File: src/rtl/region_stream_reader.sv
// -----------------------------------------------------------------------------
// region_stream_reader
//
// Read-side master for a fifobram region channel. A command picks the BRAM or
// FIFO region, a start address and a line count. The block issues
// credit-limited reads and parks returned lines in a small skid FIFO. It hands
// the lines downstream as an in-order valid/ready stream.
//
// Ports
//   clk, reset       clock, asynchronous active-high reset
//   start            one-cycle command strobe (honoured only when idle)
//   start_fifobram   region select: 2'b01 = BRAM, 2'b10 = FIFO
//   start_addr       first BRAM address (ignored by a FIFO region)
//   num_lines        number of lines to read (32 bit, 0 = empty command)
//   re, raddr        region read enable / address
//   rfifobram        region select presented to the region
//   rvalid, rdata    region read response (one cycle after re)
//   empty            FIFO-region empty flag
//   out_valid/_data  stream output, out_ready is the downstream accept
//   busy             high whenever the block is not idle
//   done             one-cycle completion pulse
//   stall_cycles     cycles with out_valid && !out_ready since the last start
//
// Optional build macro: REGION_READER_STATS_EN
//   defined   -> stall_cycles is a live saturating counter
//   undefined -> stall_cycles is tied to zero, no counter is built
// -----------------------------------------------------------------------------
module region_stream_reader #(
    parameter int WIDTH      = 8,
    parameter int LOG2_DEPTH = 5,
    parameter int LOG2_SKID  = 2
) (
    input  logic                  clk,
    input  logic                  reset,
    input  logic                  start,
    input  logic [1:0]            start_fifobram,
    input  logic [LOG2_DEPTH-1:0] start_addr,
    input  logic [31:0]           num_lines,
    output logic                  re,
    output logic [LOG2_DEPTH-1:0] raddr,
    output logic [1:0]            rfifobram,
    input  logic                  rvalid,
    input  logic [WIDTH-1:0]      rdata,
    input  logic                  empty,
    output logic                  out_valid,
    output logic [WIDTH-1:0]      out_data,
    input  logic                  out_ready,
    output logic                  busy,
    output logic                  done,
    output logic [31:0]           stall_cycles
);

    localparam int SKID_DEPTH = 1 << LOG2_SKID;
    localparam logic [1:0] MODE_BRAM = 2'b01;
    localparam logic [1:0] MODE_FIFO = 2'b10;

    typedef enum logic [1:0] {
        S_IDLE  = 2'd0,
        S_READ  = 2'd1,
        S_DRAIN = 2'd2,
        S_DONE  = 2'd3
    } state_t;

    state_t                  state_q, state_d;
    logic [1:0]              mode_q, mode_d;
    logic [LOG2_DEPTH-1:0]   raddr_q, raddr_d;
    logic [31:0]             issued_q, issued_d;
    logic [31:0]             received_q, received_d;
    logic [31:0]             lines_q, lines_d;
    logic                    inflight_q;

    logic [WIDTH-1:0]        skid_mem_q [SKID_DEPTH];
    logic [LOG2_SKID-1:0]    wr_ptr_q, wr_ptr_d;
    logic [LOG2_SKID-1:0]    rd_ptr_q, rd_ptr_d;
    logic [LOG2_SKID:0]      count_q, count_d;

    logic                    start_ok_s;
    logic                    cmd_valid_s;
    logic [LOG2_SKID+1:0]    occupancy_s;
    logic                    credit_ok_s;
    logic                    re_s;
    logic                    last_issue_s;
    logic                    reading_s;
    logic                    push_s;
    logic                    pop_s;

    // Command acceptance and read-issue qualification.
    always_comb begin
        start_ok_s   = start && (state_q == S_IDLE);
        cmd_valid_s  = (num_lines != 32'd0) &&
                       ((start_fifobram == MODE_BRAM) || (start_fifobram == MODE_FIFO));
        // The read issued last cycle has not landed yet, so it still holds a slot.
        occupancy_s  = {1'b0, count_q} + {{(LOG2_SKID+1){1'b0}}, inflight_q};
        credit_ok_s  = occupancy_s < (LOG2_SKID+2)'(SKID_DEPTH);
        re_s         = (state_q == S_READ) && credit_ok_s && (issued_q < lines_q) &&
                       ((mode_q != MODE_FIFO) || !empty);
        last_issue_s = (issued_q + 32'd1) == lines_q;
        reading_s    = (state_q == S_READ) || (state_q == S_DRAIN);
        // A response is only taken while a read is outstanding; strays are dropped.
        push_s       = rvalid && reading_s && (received_q != issued_q);
        pop_s        = (count_q != '0) && out_ready;
    end

    // Next-state logic of the command FSM.
    always_comb begin
        state_d = state_q;
        case (state_q)
            S_IDLE: begin
                if (start) begin
                    state_d = cmd_valid_s ? S_READ : S_DONE;
                end else begin
                    state_d = S_IDLE;
                end
            end
            S_READ: begin
                if (re_s && last_issue_s) begin
                    state_d = S_DRAIN;
                end else begin
                    state_d = S_READ;
                end
            end
            S_DRAIN: begin
                if ((received_q == lines_q) && (count_q == '0)) begin
                    state_d = S_DONE;
                end else begin
                    state_d = S_DRAIN;
                end
            end
            S_DONE:  state_d = S_IDLE;
            default: state_d = S_IDLE;
        endcase
    end

    // Command registers, address generator and issue/receive counters.
    always_comb begin
        mode_d     = mode_q;
        raddr_d    = raddr_q;
        issued_d   = issued_q;
        received_d = received_q;
        lines_d    = lines_q;
        if (start_ok_s && cmd_valid_s) begin
            mode_d     = start_fifobram;
            raddr_d    = start_addr;
            issued_d   = 32'd0;
            received_d = 32'd0;
            lines_d    = num_lines;
        end else begin
            if (re_s) begin
                issued_d = issued_q + 32'd1;
                // BRAM addresses wrap naturally at the address width.
                if (mode_q == MODE_BRAM) begin
                    raddr_d = raddr_q + {{(LOG2_DEPTH-1){1'b0}}, 1'b1};
                end else begin
                    raddr_d = raddr_q;
                end
            end else begin
                issued_d = issued_q;
            end
            if (push_s) begin
                received_d = received_q + 32'd1;
            end else begin
                received_d = received_q;
            end
        end
    end

    // Skid FIFO pointer and occupancy update.
    always_comb begin
        wr_ptr_d = push_s ? wr_ptr_q + {{(LOG2_SKID-1){1'b0}}, 1'b1} : wr_ptr_q;
        rd_ptr_d = pop_s  ? rd_ptr_q + {{(LOG2_SKID-1){1'b0}}, 1'b1} : rd_ptr_q;
        if (push_s && !pop_s) begin
            count_d = count_q + (LOG2_SKID+1)'(1);
        end else if (pop_s && !push_s) begin
            count_d = count_q - (LOG2_SKID+1)'(1);
        end else begin
            count_d = count_q;
        end
    end

    // Control and counter state registers.
    always_ff @(posedge clk or posedge reset) begin
        if (reset) begin
            state_q    <= S_IDLE;
            mode_q     <= 2'b00;
            raddr_q    <= '0;
            issued_q   <= 32'd0;
            received_q <= 32'd0;
            lines_q    <= 32'd0;
            inflight_q <= 1'b0;
            wr_ptr_q   <= '0;
            rd_ptr_q   <= '0;
            count_q    <= '0;
        end else begin
            state_q    <= state_d;
            mode_q     <= mode_d;
            raddr_q    <= raddr_d;
            issued_q   <= issued_d;
            received_q <= received_d;
            lines_q    <= lines_d;
            inflight_q <= re_s;
            wr_ptr_q   <= wr_ptr_d;
            rd_ptr_q   <= rd_ptr_d;
            count_q    <= count_d;
        end
    end

    // Skid FIFO storage.
    always_ff @(posedge clk or posedge reset) begin
        if (reset) begin
            for (int i = 0; i < SKID_DEPTH; i++) begin
                skid_mem_q[i] <= {WIDTH{1'b0}};
            end
        end else if (push_s) begin
            skid_mem_q[wr_ptr_q] <= rdata;
        end
    end

`ifdef REGION_READER_STATS_EN
    logic [31:0] stall_q, stall_d;

    // Saturating backpressure counter, restarted by every accepted command.
    always_comb begin
        stall_d = stall_q;
        if (start_ok_s) begin
            stall_d = 32'd0;
        end else if ((count_q != '0) && !out_ready && (stall_q != 32'hFFFF_FFFF)) begin
            stall_d = stall_q + 32'd1;
        end else begin
            stall_d = stall_q;
        end
    end

    // Backpressure counter register.
    always_ff @(posedge clk or posedge reset) begin
        if (reset) begin
            stall_q <= 32'd0;
        end else begin
            stall_q <= stall_d;
        end
    end

    assign stall_cycles = stall_q;
`else
    assign stall_cycles = 32'd0;
`endif

    // re must react to the current empty flag, so it is the one combinational output.
    assign re        = re_s;
    assign raddr     = raddr_q;
    assign rfifobram = ((state_q == S_READ) || (state_q == S_DRAIN)) ? mode_q : 2'b00;
    assign out_valid = (count_q != '0);
    assign out_data  = skid_mem_q[rd_ptr_q];
    assign busy      = (state_q != S_IDLE);
    assign done      = (state_q == S_DONE);

endmodule
File: config.mk
export PLATFORM = sky130hd
export DESIGN_NAME = region_stream_reader
export DESIGN_NICKNAME = d
export VERILOG_FILES = /design/src/rtl/region_stream_reader.sv
export SDC_FILE = /design/constraint.sdc
export NUM_CORES = 1
export LEC_CHECK = 0
export CAP_MARGIN = 25
export CORE_AREA = 2 2 135 137
export DETAILED_ROUTE_END_ITERATION = 7
export DIE_AREA = 0 0 137 139
export PLACE_DENSITY = 0.8
export SLEW_MARGIN = 20
export SYNTH_ARGS = -nofsm -noshare
export SYNTH_HDL_FRONTEND = slang
export SYNTH_SLANG_ARGS = --single-unit
File: constraint.sdc
create_clock -name clk -period 8.1 [get_ports clk]
set_input_delay 1.62 -clock clk [delete_from_list [all_inputs] [get_ports clk]]
set_output_delay 1.62 -clock clk [all_outputs]
set_load 0.005 [all_outputs]
==> reports/summary.md, run 1 <==
For the post-synthesis cell count, the log shows 1001. The worst hold path cell count was 1; the power density of the placed cells was 293.1 nW/um^2. The worst ir drop on vdd is 181.1 uV, and the insertion delay of the later-clocked pin in the worst-skew pair is 0.43 ns. The row count was 49; the vertical extent of the die was 139 microns. After clock tree synthesis, the clock-pin slew on the worst setup and hold paths is 0.06 ns. In the final timing run, aggregate negative setup slack is 0 ns. The first routing iteration left 651 violations.

The congestion estimate from routability-driven global placement came to 0.9511. The clock buffer count from CTS is 17. For the floorplan die area, the log shows 19040 sq um. The number of cells on the worst reg-to-reg path is 9.

The worst pin sits at a relative slew slack of 53.83%. Once the floorplan was initialized, standard cells occupied 53.49% of the core. The number of hold buffers added after CTS was 0. On the final layout, the worst clock skew is 0.01101 ns. Highest fanout seen on the critical path: 3. Setup repair after global routing left no endpoint under its margin. Setup violations remaining at the end of the flow were counted as 0. For this run, asynchronously set or reset flops after synthesis account for 100.0%.

For the area of all sequential standard cells, the log shows 3628 sq um. The count of port buffers added during placement came out at 71. Static timing analysis puts the maximum clock frequency at 0.1971 GHz.

Counting distinct cell types in the post-synthesis netlist gives 62. For this run, design rule violations remaining after detail routing come to 0. The tightest min-delay check is of the reg -> reg type. The cell taking the most area after synthesis is sky130_fd_sc_hd__dfrtp_1. For the critical path data arrival time, the log shows 3.45 ns. In this run the post-CTS setup repair buffer count came out at 0.

The initial antenna violation count was 0; the post-detailed-routing wire length was 22760 microns. The clock passes through at most 2 buffers. The first global-routing pass estimated 36580 microns of wire. The endpoint identified for the worst register-to-register timing path is state_q[1]. The multi-input gate area in the final layout came out at 5251 sq um. The cell area that synthesis handed to floorplanning was 9444 sq um. The critical path is of the in -> out type.

The number of vias in the routed layout is 7283. The layout cell share with drive strength beyond 1 works out to 9.438%. The library cell with the highest instance count after synthesis is sky130_fd_sc_hd__dfrtp_1. By area the synthesized netlist is led by sky130_fd_sc_hd__dfrtp_1 38%, sky130_fd_sc_hd__xnor2_1 11%, sky130_fd_sc_hd__ha_1 6.0%, sky130_fd_sc_hd__mux2_2 4.3%, sky130_fd_sc_hd__xor2_1 4.2%.

Summed over all layers, the global routing overflow is 0. The tool flagged a number of max-cap violations equal to 0. The layout net count is 1136.

The clock period could shrink to 5.075 ns. In the global route stage, overall resource usage came out at 24.73%. Using the TritonRoute via totals, the vias-per-cell ratio works out to 5.699. The clock tree synthesis step divided the H-tree into 4 levels. The path with the worst hold slack has its endpoint at skid_mem_q[11].

The worst hold path startpoint was skid_mem_q[11]. The startpoint of the most critical register-to-register path is issued_q[0]. The static leakage is 4.517 nW, and the width of the die is 137 microns.

For the pin with the worst max-slew slack, the measured transition is 0.6925 ns. Dividing the final minimum period by the clock period gives 62.65%. The synthesized flop and latch total is 145, and the antenna diode count is 0.

For the slack of the worst reg-to-reg path, the log shows 4.67 ns. The tools report the final max-slew violation count as 0. The logs give 104 for the number of placed I/O pins and 6.48 ns for the required time at the worst-slack endpoint. For this design, the sink count on the clock tree is 145.

Entering global routing, the biggest net connects 78 pins. The iteration count of the initial detailed-routing pass was 5; the sum of internal, switching and leakage power was 3.129 mW. The run finished with clean final reports. STA classifies the critical path endpoint as an output pin.

The area growth from synthesis to layout is 13.04%. The count of endpoints failing hold in the final timing report is 0, and the mean cell area of the mapped netlist is 9.435 sq um. For the post-CTS resize count, the log shows 0. Dividing the detail-routed wire length by the instance count gives 17.81 microns. The total of fill cells in the finished design came out at 1491.

The synthesized design contains 0 enable-type register cells. The via count of the first global-routing pass is 6926, and the post-detailed-route count of antenna-violating nets is 0. TritonCTS built the clock tree. The library cell used as clock root buffer is sky130_fd_sc_hd__clkbuf_16. The commonest register cell after synthesis was sky130_fd_sc_hd__dfrtp_1. Sequential elements use 38.42% of the synthesized area. The total of warnings raised by yosys was 0. After legalization and detailed placement, the total HPWL measured 16860 microns.

After synthesis, the most frequently instantiated cells are 145 x sky130_fd_sc_hd__dfrtp_1, 123 x sky130_fd_sc_hd__xnor2_1, 83 x sky130_fd_sc_hd__nor2_1. In this run the standard cell core region covers 17660 sq um. STA classifies the critical path startpoint as an input pin. The share of the synthesized area in the top cell type is 38.42%.
sequential cells by signal, indices dropped and copies added (netlist names):
| signal | cells |
|---|---|
| received_q | 32 |
| count_q | 3 |
| inflight_q | 1 |
| mode_q | 2 |
| wr_ptr_q | 2 |
| skid_mem_q | 32 |
| lines_q | 32 |
| state_q | 2 |
| issued_q | 32 |
| rd_ptr_q | 2 |
| raddr | 5 |
power breakdown:
part           switching [mW]  internal (mW)
Clock                   0.340          0.399
Sequential              0.268          0.941
Combinational           0.564          0.617
Total                    1.17           1.96
per-stage QoR:
stage | std cells | utilization [%] | instance area (sq um) | hold slack (ns) | worst slack (ns)
detailed placement | 1246 | 57.22 | 10100 | 0.4843 | 3.032
finish | 1278 | 60.46 | 10680 | 0.5015 | 3.025
floorplan | 1032 | - | 9560 | 0.4558 | 2.585
global placement | 1246 | 57.22 | 10100 | 0.4820 | 3.100
CTS | 1277 | 60.30 | 10650 | 0.5014 | 3.013
global route | 1278 | 60.46 | 10680 | 0.5129 | 2.961
worst max-delay path by stage:
| stage | start | endpoint | depth (start not counted) |
|---|---|---|---|
| after global placement | empty | re | 8 |
| after detailed placement | empty | re | 8 |
| after CTS | empty | re | 8 |
| final | empty | re | 8 |
| after floorplan | reset | count_q[0] | 1 |
| after global routing | empty | re | 8 |
cell families (layout without fill, tap and decap cells):
kind of cell             Yosys count  in the layout  synth area share [%]
buffers and inverters            140            157                 7.432
other                              1             32               0.03971
adder cells (fa/ha/maj)           46             46                 6.174
multiplexers                      48             48                 6.624
AO/OA/AOI/OAI                    116            116                 7.327
XOR/XNOR                         168            168                 15.58
flip-flops                       145            145                 38.42
AND/OR/NAND/NOR                  337            337                 18.40
placed cells by master, fill, tap and decap left out, types with 8 or more instances in the layout:
master,synthesis,layout
sky130_fd_sc_hd__nand2_1,81,81
sky130_fd_sc_hd__xor2_1,45,45
sky130_fd_sc_hd__nand3_1,21,21
sky130_fd_sc_hd__nor4_1,20,20
sky130_fd_sc_hd__inv_6,0,8
sky130_fd_sc_hd__mux2_2,36,36
sky130_fd_sc_hd__nor2b_1,12,12
sky130_fd_sc_hd__or3_1,16,16
sky130_fd_sc_hd__nand4_1,32,32
sky130_fd_sc_hd__ha_1,45,45
sky130_fd_sc_hd__nor2_1,83,82
sky130_fd_sc_hd__mux4_2,8,8
sky130_fd_sc_hd__xnor2_1,123,123
sky130_fd_sc_hd__inv_1,49,48
sky130_fd_sc_hd__clkbuf_16,0,17
sky130_fd_sc_hd__clkdlybuf4s50_1,0,71
sky130_fd_sc_hd__conb_1,1,32
sky130_fd_sc_hd__a21oi_1,28,28
sky130_fd_sc_hd__and3_1,12,12
sky130_fd_sc_hd__dfrtp_1,145,145
sky130_fd_sc_hd__o21ai_0,57,57
sky130_fd_sc_hd__nor3_1,23,23
per-layer routing:
metal / share of wire [%] / vias up / GRT usage, %
met4: 2.9 / 0 / 9.929
li1: - / 3433 / -
met2: 48 / 269 / 38.75
met5: 0 / - / 0
met3: 6.2 / 47 / 4.240
met1: 43 / 3534 / 33.99
worst max-delay path, stage by stage:
cell                              delay [ns]
sky130_fd_sc_hd__clkdlybuf4s50_1        0.40
sky130_fd_sc_hd__nand2_1                0.06
sky130_fd_sc_hd__o21ai_0                0.08
sky130_fd_sc_hd__a31oi_1                0.22
sky130_fd_sc_hd__o2111a_1               0.34
sky130_fd_sc_hd__o31ai_4                0.11
sky130_fd_sc_hd__inv_1                  0.13
sky130_fd_sc_hd__clkdlybuf4s50_1        0.51
cell type report:
type,instances,share of cell area (%)
Sequential cell,145,33.99
Tap cell,229,2.684
Multi-Input combinational cell,747,49.19
Inverter,49,1.770
Clock inverter,14,1.113
Timing Repair Buffer,77,7.267
Clock buffer,17,3.985
(Power assumes the default switching activity.)
==> inputs of run 2 (changes only) <==
- CORE_AREA: 2 2 135 137 -> 2 2 138 140
- DIE_AREA: 0 0 137 139 -> 0 0 140 142
- clock period: 8.1 -> 4.5 ns (I/O delays scaled with it)
==> reports/summary.md, run 2 (synthesized netlist as in run 1, its figures left out) <==
The flow ran to the end, but the final reports show violations. The checks that failed: design-rule violations. The number of buffers inserted to repair setup after CTS is 0 (unchanged). For the antenna diode count, the log shows 0 (unchanged). Final global-route overflow total: 0 (unchanged). The run gives 0 (unchanged) as the post-detailed-route count of antenna-violating nets.

The layout cell share with drive strength beyond 1 works out to 9.782% (+0.34 points). The logs give 24.00% (-0.73 points) for the overall routing resource usage and 145 (unchanged) for the number of clock sinks. The max capacitance violation total came out at 0 (unchanged). The run gives 58.44% (-2.0 points) as the post-layout utilization of the core. Compared with the post-synthesis result, the final layout area differs by 14.20%. The post-detailed-route DRC marker count was 6 (+6); the via count of the first global-routing pass was 7046 (+1.7%). The tools report the final max-slew violation count as 0 (unchanged). TritonCTS built the clock tree.

The tools report the floorplan die area as 19880 sq um (+4.4%). The highest fanout seen on the critical path is 3 (unchanged). Setup repair after global routing left no endpoint under its margin. The clock tree skew after final layout was 0.01483 ns (+0.003814 ns). For the initial core utilization, the log shows 51.17% (-2.3 points).

The run gives 4 (unchanged) as the number of H-tree levels. The run gives 17330 microns (+2.8%) as the half-perimeter wire length of the detailed placement result. The terminus of the critical flop-to-flop path is state_q[1]. Pin count of the biggest net entering global routing: 66 (-15%). The vertical extent of the die is 142 microns (+2.2%), and the count of cells along the worst register-to-register path is 9 (unchanged). The mean routed wirelength per cell came out at 17.87 microns (+0.33%). The post-detailed-routing wire length is 23000 microns (+1.0%). The run gives 0 (unchanged) as the post-CTS resize count. Leaving out fill and tap cells, the most frequent cells in the layout are 145 x sky130_fd_sc_hd__dfrtp_1, 123 x sky130_fd_sc_hd__xnor2_1, 82 x sky130_fd_sc_hd__nor2_1, 81 x sky130_fd_sc_hd__nand2_1, 71 x sky130_fd_sc_hd__clkdlybuf4s50_1. The static leakage was 4.565 nW (+1.1%). The peak clock frequency supported by timing came out at 0.2566 GHz. The power density of the placed cells was 532.9 nW/um^2 (+82%).

The insertion delay of the later-clocked pin in the worst-skew pair came out at 0.44 ns (about the same). The placeable core region is 18460 sq um (+4.5%), and the global-route wire length before repair is 37450 microns (+2.4%). The vias per cell was 5.704 (about the same). The count of final setup violators was 0 (unchanged). For the layout net count, the log shows 1139 (+0.26%). The iteration count of the initial detailed-routing pass is 8 (+3), and the minimum period implied by the final worst setup slack is 3.898 ns. The path type of the worst setup path is reg -> out. The worst hold path cell count came out at 1 (unchanged). The tree is rooted in a sky130_fd_sc_hd__clkbuf_16. The final worst-path cycle share was 86.61%. The violation count after the first detailed-routing iteration is 607 (-6.8%), and the row count is 50 (+2.0%). The worst setup path is launched from a register. For the clock buffer count from CTS, the log shows 17 (unchanged). Routability congestion estimate: 0.9468 (-0.45%). Startpoint of the most critical register-to-register path: issued_q[0].

The transition at the pin with the smallest max-transition slack is 0.8476 ns (+0.1551 ns), and the maximum number of buffers from clock root to sink is 2 (unchanged). The width of the die was 140 microns (+2.2%). The min-delay analysis places its worst path in the category reg -> reg. The path with the worst hold slack has its endpoint at count_q[2]. The critical path data arrival time was 3.00 ns (-0.45 ns). The run gives 42.90% (-11 points) as the headroom to the max-slew limit. The number of placed I/O pins is 104 (unchanged). STA classifies the critical path endpoint as an output pin. The logs give 0 (unchanged) for the count of endpoints failing hold in the final timing report and 0 (unchanged) for the initial antenna violation count.

Worst ir drop on vdd: 292.4 uV (+62%). Leaving out fill and tap cells, the most frequent cell in the layout is sky130_fd_sc_hd__dfrtp_1. The number of vias in the routed layout came out at 7341 (+0.80%). The CTS clock-pin slew for the worst setup and hold paths works out to 0.07 ns (about the same).

The run gives 3.60 ns (-2.88 ns) as the required time at the worst-slack endpoint. Slack of the worst reg-to-reg path: 1.11 ns (-3.56 ns). The worst hold path begins at count_q[2]. The run gives 0 ns (unchanged) as the total negative slack for setup checks. Count of port buffers added during placement: 71 (unchanged). The number of buffers inserted for hold repair after clock tree synthesis was 0 (unchanged).
[run 2: final cells by class]
type	count	area, sq um
Sequential cell	145	3628
Multi-Input combinational cell	747	5251
Timing Repair Buffer	80	815.8
Fill cell	1555	7670
Tap cell	234	292.8
Clock buffer	17	425.4
Inverter	49	187.7
Clock inverter	15	183.9
[run 2: where the power goes]
part	internal [mW]	switching, mW
Sequential	1.69	0.461
Combinational	1.12	1.04
Clock	0.753	0.682
[run 2: per-stage QoR]
| stage | hold WS [ns] | std cells | worst slack, ns | cell area, sq um | power (mW) |
|---|---|---|---|---|---|
| after floorplan | 0.4558 | 1032 | 1.580 | 9564 | 3.517 |
| after global placement | 0.4825 | 1254 | 0.8127 | 10160 | 4.226 |
| after detailed placement | 0.4739 | 1254 | 0.7776 | 10160 | 4.309 |
| after CTS | 0.4941 | 1286 | 0.5991 | 10770 | 5.769 |
| after global routing | 0.5172 | 1287 | 0.4591 | 10790 | 6.105 |
| final | 0.4991 | 1287 | 0.6024 | 10790 | 5.747 |
[run 2: worst max path at each step]
stage	slack (ns)	startpoint	endpoint	depth (start not counted)
after floorplan	1.58	issued_q[2]	state_q[1]	10
after global placement	0.81	empty	re	8
after detailed placement	0.78	empty	re	8
after CTS	0.60	lines_q[1]	re	9
after global routing	0.46	lines_q[1]	re	9
final	0.60	lines_q[1]	re	9
[run 2: layer usage]
metal,track usage (%),share of wire [%],up-vias,wire [microns]
met5,0,0,-,0
met4,10.63,3.9,0,895
met3,4.509,6.5,63,1500
met2,37.67,46,294,10690
met1,32.71,43,3552,9910
li1,-,-,3432,-
[run 2: worst max-delay path: stages (launching register included)]
cell and delay (ns):
sky130_fd_sc_hd__dfrtp_1 0.44, sky130_fd_sc_hd__inv_1 0.09, sky130_fd_sc_hd__ha_1 0.27, sky130_fd_sc_hd__nor2b_1 0.13
sky130_fd_sc_hd__o211ai_1 0.22, sky130_fd_sc_hd__a211oi_1 0.12, sky130_fd_sc_hd__nor4_1 0.55, sky130_fd_sc_hd__o31ai_4 0.10
sky130_fd_sc_hd__inv_1 0.12, sky130_fd_sc_hd__clkdlybuf4s50_1 0.52
==> inputs of run 3 (changes only) <==
- CAP_MARGIN: 25 -> 20
==> reports/summary.md, run 3 (synthesized netlist as in run 1, its figures left out) <==
For the floorplan die area, the log shows 19880 sq um (unchanged). The clock tree skew after final layout came out at 0.01437 ns (-0.0004547 ns). Count of port buffers added during placement: 71 (unchanged). Path type of the worst setup path: reg -> out. For the static leakage, the log shows 4.555 nW (-0.21%). The initial core utilization was 51.17% (unchanged). The post-detailed-routing wire length was 22870 microns (-0.54%).

The tools report the antenna diode count as 0 (unchanged). The count of cells along the worst register-to-register path came out at 9 (unchanged). Row count: 50 (unchanged). The final worst-path cycle share works out to 86.57% (about the same). The tree is rooted in a sky130_fd_sc_hd__clkbuf_16. The run gives 1.08 ns (-0.03 ns) as the slack of the worst reg-to-reg path. The CTS clock-pin slew for the worst setup and hold paths was 0.07 ns (about the same); the final global-route overflow total was 0 (unchanged).

Setup repair after global routing left no endpoint under its margin. The width of the die was 140 microns (unchanged); the worst ir drop on vdd was 291.5 uV (-0.32%). TritonCTS built the clock tree. For hold timing, the worst endpoint is count_q[2].

The transition at the pin with the smallest max-transition slack is 0.8961 ns (+0.04852 ns). The startpoint identified for the worst hold timing path is count_q[2]. The number of clock sinks is 145 (unchanged), and the vertical extent of the die is 142 microns (unchanged). The checks that failed: design-rule violations. The tools report the iteration count of the initial detailed-routing pass as 7 (-1). For the violation count after the first detailed-routing iteration, the log shows 630 (+3.8%). Count of endpoints failing hold in the final timing report: 0 (unchanged). The number of H-tree levels came out at 4 (unchanged).

The count of final setup violators is 0 (unchanged), and the headroom to the max-slew limit is 40.13% (-2.8 points). The worst hold path cell count came out at 1 (unchanged). The critical path startpoint category is a register. Maximum number of buffers from clock root to sink: 2 (unchanged).

The mean routed wirelength per cell was 17.78 microns (-0.47%); the layout net count was 1138 (-0.088%). The power density of the placed cells is 533.2 nW/um^2 (about the same). Leaving out fill and tap cells, the most frequent cells in the layout are 145 x sky130_fd_sc_hd__dfrtp_1, 123 x sky130_fd_sc_hd__xnor2_1, 82 x sky130_fd_sc_hd__nor2_1, 81 x sky130_fd_sc_hd__nand2_1, 71 x sky130_fd_sc_hd__clkdlybuf4s50_1.

The total negative slack for setup checks is 0 ns (unchanged). The highest fanout seen on the critical path was 3 (unchanged); the pin count of the biggest net entering global routing was 66 (unchanged). The post-detailed-route count of antenna-violating nets is 0 (unchanged), and the final max-slew violation count is 0 (unchanged). The layout cell share with drive strength beyond 1 was 9.696% (-0.086 points). The path class of the tightest hold or removal check is reg -> reg. The tools report the number of vias in the routed layout as 7293 (-0.65%). The tools report the overall routing resource usage as 24.00% (unchanged). The via count of the first global-routing pass is 7046 (unchanged), and the total of fill cells in the finished design is 1557 (+0.13%). The clock buffer count from CTS was 17 (unchanged); the vias per cell was 5.671 (-0.58%).

For the initial antenna violation count, the log shows 0 (unchanged). For the total instance count after detailed placement, the log shows 1254 (unchanged). The tools report the post-detailed-route DRC marker count as 6 (unchanged). The most common cell after layout, fill and taps aside was sky130_fd_sc_hd__dfrtp_1.

For the critical path data arrival time, the log shows 3.00 ns (about the same). The startpoint identified for the worst register-to-register timing path is issued_q[1]. The run finished, with violations left.

The insertion delay of the later-clocked pin in the worst-skew pair is 0.44 ns (about the same). Relative to the synthesized area, the layout overhead comes to 13.99%. STA classifies the critical path endpoint as an output pin. The minimum period implied by the final worst setup slack came out at 3.895 ns (-0.002140 ns).

The count of non-filler cells in the finished layout is 1286 (-0.078%). The routability congestion estimate came out at 0.9468 (unchanged). In this run the critical register-to-register path is captured at state_q[1].

The required time at the worst-slack endpoint is 3.60 ns (about the same). The run gives 0.2567 GHz (about the same) as the peak clock frequency supported by timing. The tools report the placeable core region as 18460 sq um (unchanged).

The run gives 0 (unchanged) as the number of buffers inserted for hold repair after clock tree synthesis. The global-route wire length before repair came out at 37450 microns (unchanged). The half-perimeter wire length of the detailed placement result was 17330 microns (unchanged); the max capacitance violation total was 0 (unchanged). The run gives 0 (unchanged) as the number of buffers inserted to repair setup after CTS. The tools report the post-CTS resize count as 0 (unchanged).

The number of placed I/O pins came out at 104 (unchanged).
[run 3: cell types whose count changed in the layout (fill, tap and decap cells not counted)]
cell	previous run	this run
sky130_fd_sc_hd__buf_12	3	2
[run 3: how the worst max path moves through the flow]
| stage | cells after the start | end | start |
|---|---|---|---|
| 2_1_floorplan | 10 | state_q[1] | issued_q[2] |
| 3_3_place_gp | 8 | re | empty |
| 3_5_place_dp | 8 | re | empty |
| 4_1_cts | 9 | re | lines_q[1] |
| 5_1_grt | 9 | re | lines_q[1] |
| 6_report | 9 | re | lines_q[1] |
[run 3: final cells by class]
type	instances	area, sq um	area share [%]
Clock buffer	17	425.4	3.952
Sequential cell	145	3628	33.71
Clock inverter	15	183.9	1.709
Multi-Input combinational cell	747	5251	48.78
Timing Repair Buffer	79	795.8	7.392
Inverter	49	187.7	1.743
Tap cell	234	292.8	2.720
[run 3: through the flow]
step	hold WS, ns	utilization (%)	total power [mW]	setup WS [ns]	area [sq um]
floorplan	0.4558	-	3.517	1.580	9564
global placement	0.4825	55.03	4.226	0.8127	10160
detailed placement	0.4739	55.03	4.309	0.7776	10160
CTS	0.4941	58.33	5.769	0.5991	10770
global route	0.5172	58.33	6.103	0.4591	10770
finish	0.4991	58.33	5.740	0.6045	10770
[run 3: worst max-delay path: stages, from the launching register on]
cell	delay, ns
sky130_fd_sc_hd__dfrtp_1	0.44
sky130_fd_sc_hd__inv_1	0.09
sky130_fd_sc_hd__ha_1	0.27
sky130_fd_sc_hd__nor2b_1	0.13
sky130_fd_sc_hd__o211ai_1	0.22
sky130_fd_sc_hd__a211oi_1	0.12
sky130_fd_sc_hd__nor4_1	0.55
sky130_fd_sc_hd__o31ai_4	0.10
sky130_fd_sc_hd__inv_1	0.12
sky130_fd_sc_hd__clkdlybuf4s50_1	0.52
[run 3: layer usage]
| metal | GRT usage [%] | wire length (microns) | vias up |
|---|---|---|---|
| met2 | 37.67 | 10700 | 278 |
| met1 | 32.71 | 9770 | 3526 |
| met5 | 0 | 0 | - |
| li1 | - | - | 3430 |
| met3 | 4.509 | 1536 | 59 |
| met4 | 10.63 | 864 | 0 |
[run 3: power breakdown]
group	switching, mW	total [mW]	internal (mW)
logic	1.04	2.16	1.12
clock network	0.678	1.43	0.753
registers	0.460	2.15	1.69
total	2.17	5.74	3.57
==> RTL change 1 (flow settings as in run 3) <==
Add a define of `REGION_READER_STATS_EN`.
--- a/src/rtl/region_stream_reader.sv
+++ b/src/rtl/region_stream_reader.sv
@@ -26,4 +26,6 @@
 //   undefined -> stall_cycles is tied to zero, no counter is built
 // -----------------------------------------------------------------------------
+`define REGION_READER_STATS_EN
+
 module region_stream_reader #(
     parameter int WIDTH      = 8,
Function: changed (Yosys sat finds a counterexample within 10 cycles, from zero or initial values and one cycle with reset high).
==> RTL change 1 against run 3 <==
- global-route usage increased by 3.2 points
- worst setup slack got worse by 94 ps
- critical path depth decreased by 1
- cell area increased by 16%
- routed wire length increased by 13%
- synthesized cell count increased by 14%
- the flow still finishes with violations (design-rule violations)
- synthesized area increased by 13%
- sequential cell count increased by 32
- count of clock-buffer cells in the layout increased by 1
Power is not compared: it rests on default switching activity, and its combinational part moved more than twofold at a synthesized area within 25%.
==> RTL change 1: results (changes against run 3) <==
metric;value;unit;change
outcome;complete, but fails checks;;
failing checks;design-rule violations;;
first-pass GRT wire length;42990;um;+15%
largest net degree at the start of global routing;71;;+7.6%
vias in the first global route;8465;;+20%
clk_skew;8.732;ps;-5.640 ps
worst-margin pin slew;1067;ps;+170.9 ps
fin cells;1454;;+13%
average wire per standard cell;17.73;um;-0.29%
count of input and output buffers;103;;+45%
top cells by area, synth;dfrtp_1, xor2_1, xnor2_1;;
RePlAce Congestion;0.9577;;+1.2%
WP data arrival;3090;ps;+90 ps
aggregate global-route resource usage;27.18;%;+3.2 points
Post-synth top cells;dfrtp_1, nor2_1, nand2_1;;
NumNets Final;1307;;+15%
synthesized instance count;1137;;+14%
sequential area share after synthesis;41.39;%;+3.0 points
Syn Std Cell Area;10700;um2;+13%
# fillers;1436;;-7.8%
Detailed Route Iter0 Violations;688;;+9.2%
share of the synthesized area in the top cell type;41.39;%;+3.0 points
Vias;8637;;+18%
Detailed Place HPWL;18620;um;+7.4%
Synth cell types;52;;-16%
DRC Markers;9;;+3
ratio of cells with drive above 1 in the final layout;7.869;%;-1.8 points
[RTL change 1: cell count changes after synthesis, sizes merged, moves of 22 or more]
cell	delta
xor2	+51
xnor2	-30
nor2	+24
buf	-42
nand2	+22
dfrtp	+32
nand3	+23
[RTL change 1: cell families (layout without fill, tap and decap cells)]
family / Yosys count / after routing / synth area share, %
simple gates: 423 / 423 / 19.90
xor+xnor: 189 / 189 / 15.47
flops: 177 / 177 / 41.39
compound gates: 133 / 133 / 7.238
buf+inv: 117 / 200 / 4.268
mux: 50 / 50 / 6.069
fa+ha+maj: 48 / 48 / 5.659
[RTL change 1: area by class of cell]
class,count,area share [%]
Timing Repair Buffer,112,9.191
Sequential cell,177,35.44
Clock inverter,14,1.252
Inverter,56,1.712
Tap cell,234,2.343
Multi-Input combinational cell,843,46.63
Clock buffer,18,3.434
[RTL change 1: stage by stage]
step | worst slack (ps) | cell area [um2] | power (mW)
detailed placement | 465.1 | 11890 | 3.095
global placement | 473.0 | 11890 | 3.037
finish | 510.4 | 12500 | 4.565
global route | 388.6 | 12500 | 4.786
CTS | 525.0 | 12480 | 4.589
floorplan | 1333 | 10700 | 2.662
[RTL change 1: critical path: stages, from the launching register on]
cell,delay (ps)
dfrtp_1,450
inv_1,150
ha_1,310
a21oi_1,130
o21ai_0,120
a2111oi_0,390
a21oi_1,220
o21ai_2,310
clkdlybuf4s50_1,560
[RTL change 1: power by group]
group	total, mW	internal (mW)	switching [mW]
logic	0.993	0.623	0.370
registers	2.07	1.83	0.243
clock network	1.50	0.829	0.669
total	4.56	3.28	1.28
[RTL change 1: final timing paths]
| check | from | endpoint | slack [ps] | depth (start not counted) |
|---|---|---|---|---|
| setup reg to reg | issued_q[4]$_DFFE_PP0P_ | state_q[0]$_DFF_PP0_ | 950 | 8 |
| max in group asynchronous | reset | issued_q[22]$_DFFE_PP0P_ | 2640 | 3 |
| hold reg to reg | count_q[2]$_DFFE_PP0P_ | count_q[2]$_DFFE_PP0P_ | 500 | 1 |
| hold / removal | count_q[2]$_DFFE_PP0P_ | count_q[2]$_DFFE_PP0P_ | 500 | 1 |
| setup / recovery | lines_q[9]$_DFFE_PP0P_ | re | 510 | 8 |
| min in group asynchronous | reset | lines_q[2]$_DFFE_PP0P_ | 1010 | 2 |
[RTL change 1: routing by layer]
layer / global-route usage [%] / wire length (um) / up-vias
met5: 0 / 0 / -
met4: 9.835 / 796 / 0
met3: 5.215 / 1506 / 77
met2: 44.13 / 12330 / 320
met1: 36.82 / 11150 / 4156
li1: - / - / 4084
==> RTL change 2 (config.mk and constraints of run 3) <==
Without the edit above. Take the reset off `raddr_q` and load it in a clocked block of its own.
--- a/src/rtl/region_stream_reader.sv
+++ b/src/rtl/region_stream_reader.sv
@@ -183,5 +183,4 @@
             state_q    <= S_IDLE;
             mode_q     <= 2'b00;
-            raddr_q    <= '0;
             issued_q   <= 32'd0;
             received_q <= 32'd0;
@@ -194,5 +193,4 @@
             state_q    <= state_d;
             mode_q     <= mode_d;
-            raddr_q    <= raddr_d;
             issued_q   <= issued_d;
             received_q <= received_d;
@@ -203,4 +201,8 @@
             count_q    <= count_d;
         end
+    end
+
+    always_ff @(posedge clk) begin
+        raddr_q <= raddr_d;
     end
 
Formal check against the unedited RTL: not equivalent (a bounded check fails within 4 cycles, from zero or initial values and one cycle with reset high).
==> RTL change 2 against run 3 <==
- the flow still finishes with violations (design-rule violations)
- sequential power decreased by 11%
- cell area increased by 1.1%
- worst setup slack worse by 190 ps
- sequential cell count stayed put
- clock skew down 5.1 ps
- critical path depth down 1
- synthesized area grew 2.1%
- routed wire length increased by 0.30%
- total power fell by 16%
- fmax down 4.8%
- largest power group is now registers
- highest routed layer unchanged
==> RTL change 2: results (changes against run 3) <==
metric;value;unit;change
first-pass GRT wire length;37320;um;-0.35%
Setup WS pre-CTS;584.2;ps;-193.4 ps
sequential area share after synthesis;37.91;%;-0.51 points
H-tree levels;4;;unchanged
NumNets Final;1141;;+0.26%
synthesized instance count;1009;;+0.80%
fin cells;1289;;+0.23%
CTS root buf;clkbuf_16;;
vias in the first global route;7309;;+3.7%
Placed Area;10270;um2;+1.1%
Post-synth top cells;dfrtp_1, xnor2_1, nand2_1;;
Vias;7471;;+2.4%
peak supply drop;0.2810;mV;-3.6%
top cells by area, synth;dfrtp_1, xnor2_1, ha_1;;
drt pass-1 iters;8;;+1
outcome;complete, but fails checks;;
aggregate global-route resource usage;23.90;%;-0.10 points
Detailed Route Iter0 Violations;560;;-11%
largest net degree at the start of global routing;141;;+110%
post-CTS sizing;0;;unchanged
worst-margin pin slew;877.6;ps;-18.57 ps
ratio of cells with drive above 1 in the final layout;10.14;%;+0.45 points
Synth cell types;71;;+15%
average wire per standard cell;17.80;um;about the same
sw power;1.570;mW;-28%
Clock transition at path regs;70;ps;about the same
Async S/R FF share, synth;96.55;%;-3.4 points
failing checks;design-rule violations;;
Detailed Place HPWL;16930;um;-2.3%
Leak;4.554;nW;about the same
Worst Path Max Fanout;6;;+3
RePlAce Congestion;0.9459;;about the same
number of enable flip-flop cells after synthesis;5;;+5
clk_skew;9.230;ps;-5.141 ps
WP data arrival;3190;ps;+190 ps
DRC Markers;7;;+1
count of input and output buffers;71;;unchanged
Reg power frac;39.7;%;+2.2 points
RTL change 2: changes by cell type after synthesis, sizes merged, moves of 6 or more:
cell,delta
nor2,-14
o21ai,+12
xor2,-11
nor2b,-9
nand3,+8
a21oi,+7
and4,+7
buf,+6
or3,+6
RTL change 2: kinds of logic after synthesis:
logic type      share of synthesized area [%]
mux                                     6.179
buf+inv                                 7.945
simple gates                            18.58
compound gates                          8.477
other cells                           0.03891
fa+ha+maj                               6.153
xor+xnor                                14.72
flops                                   37.91
RTL change 2: final timing paths:
kind / slack [ps] / cells after the start / to / from
worst max-delay path: 410 / 8 / re / issued_q[29]$_DFFE_PP0P_
min in group asynchronous: 1030 / 3 / lines_q[5]$_DFFE_PP0P_ / reset
worst min register to register: 490 / 1 / count_q[2]$_DFFE_PP0P_ / count_q[2]$_DFFE_PP0P_
worst max register to register: 950 / 8 / raddr[3]$_DFFE_PP_ / issued_q[29]$_DFFE_PP0P_
worst min-delay path: 490 / 1 / count_q[2]$_DFFE_PP0P_ / count_q[2]$_DFFE_PP0P_
max in group asynchronous: 2910 / 3 / mode_q[0]$_DFFE_PP0P_ / reset
RTL change 2: final cells by class:
cell class | count | area [um2]
sequential | 145 | 3654
clock buffer | 17 | 425.4
multi-input combinational | 752 | 5351
fill | 1541 | 7567
clock inverter | 15 | 196.4
tap | 234 | 292.8
timing repair buffer | 77 | 780.7
inverter | 49 | 187.7
RTL change 2: power groups by stage:
stage / Combinational, mW / Sequential, mW / Clock (mW)
after global routing: 1.55 / 1.97 / 1.58
after global placement: 1.35 / 1.92 / 0
after detailed placement: 1.41 / 1.94 / 0
final: 1.42 / 1.92 / 1.50
after CTS: 1.42 / 1.92 / 1.52
after floorplan: 1.09 / 1.76 / 0
RTL change 2: metal layers:
layer	up-vias	track usage, %	part of all wire (%)	wire length, um
met3	80	4.374	5.7	1307
met5	-	0	0	0
li1	3503	-	-	-
met4	0	11.06	4.5	1025
met2	282	39.31	48	11060
met1	3606	30.95	42	9550
RTL change 2: worst max-delay path, stage by stage (launching register included):
cell	delay, ps
dfrtp_1	490
ha_1	350
a21o_1	160
a21o_1	170
a221o_1	390
a211oi_1	370
a31oi_4	130
inv_1	180
clkdlybuf4s50_1	520
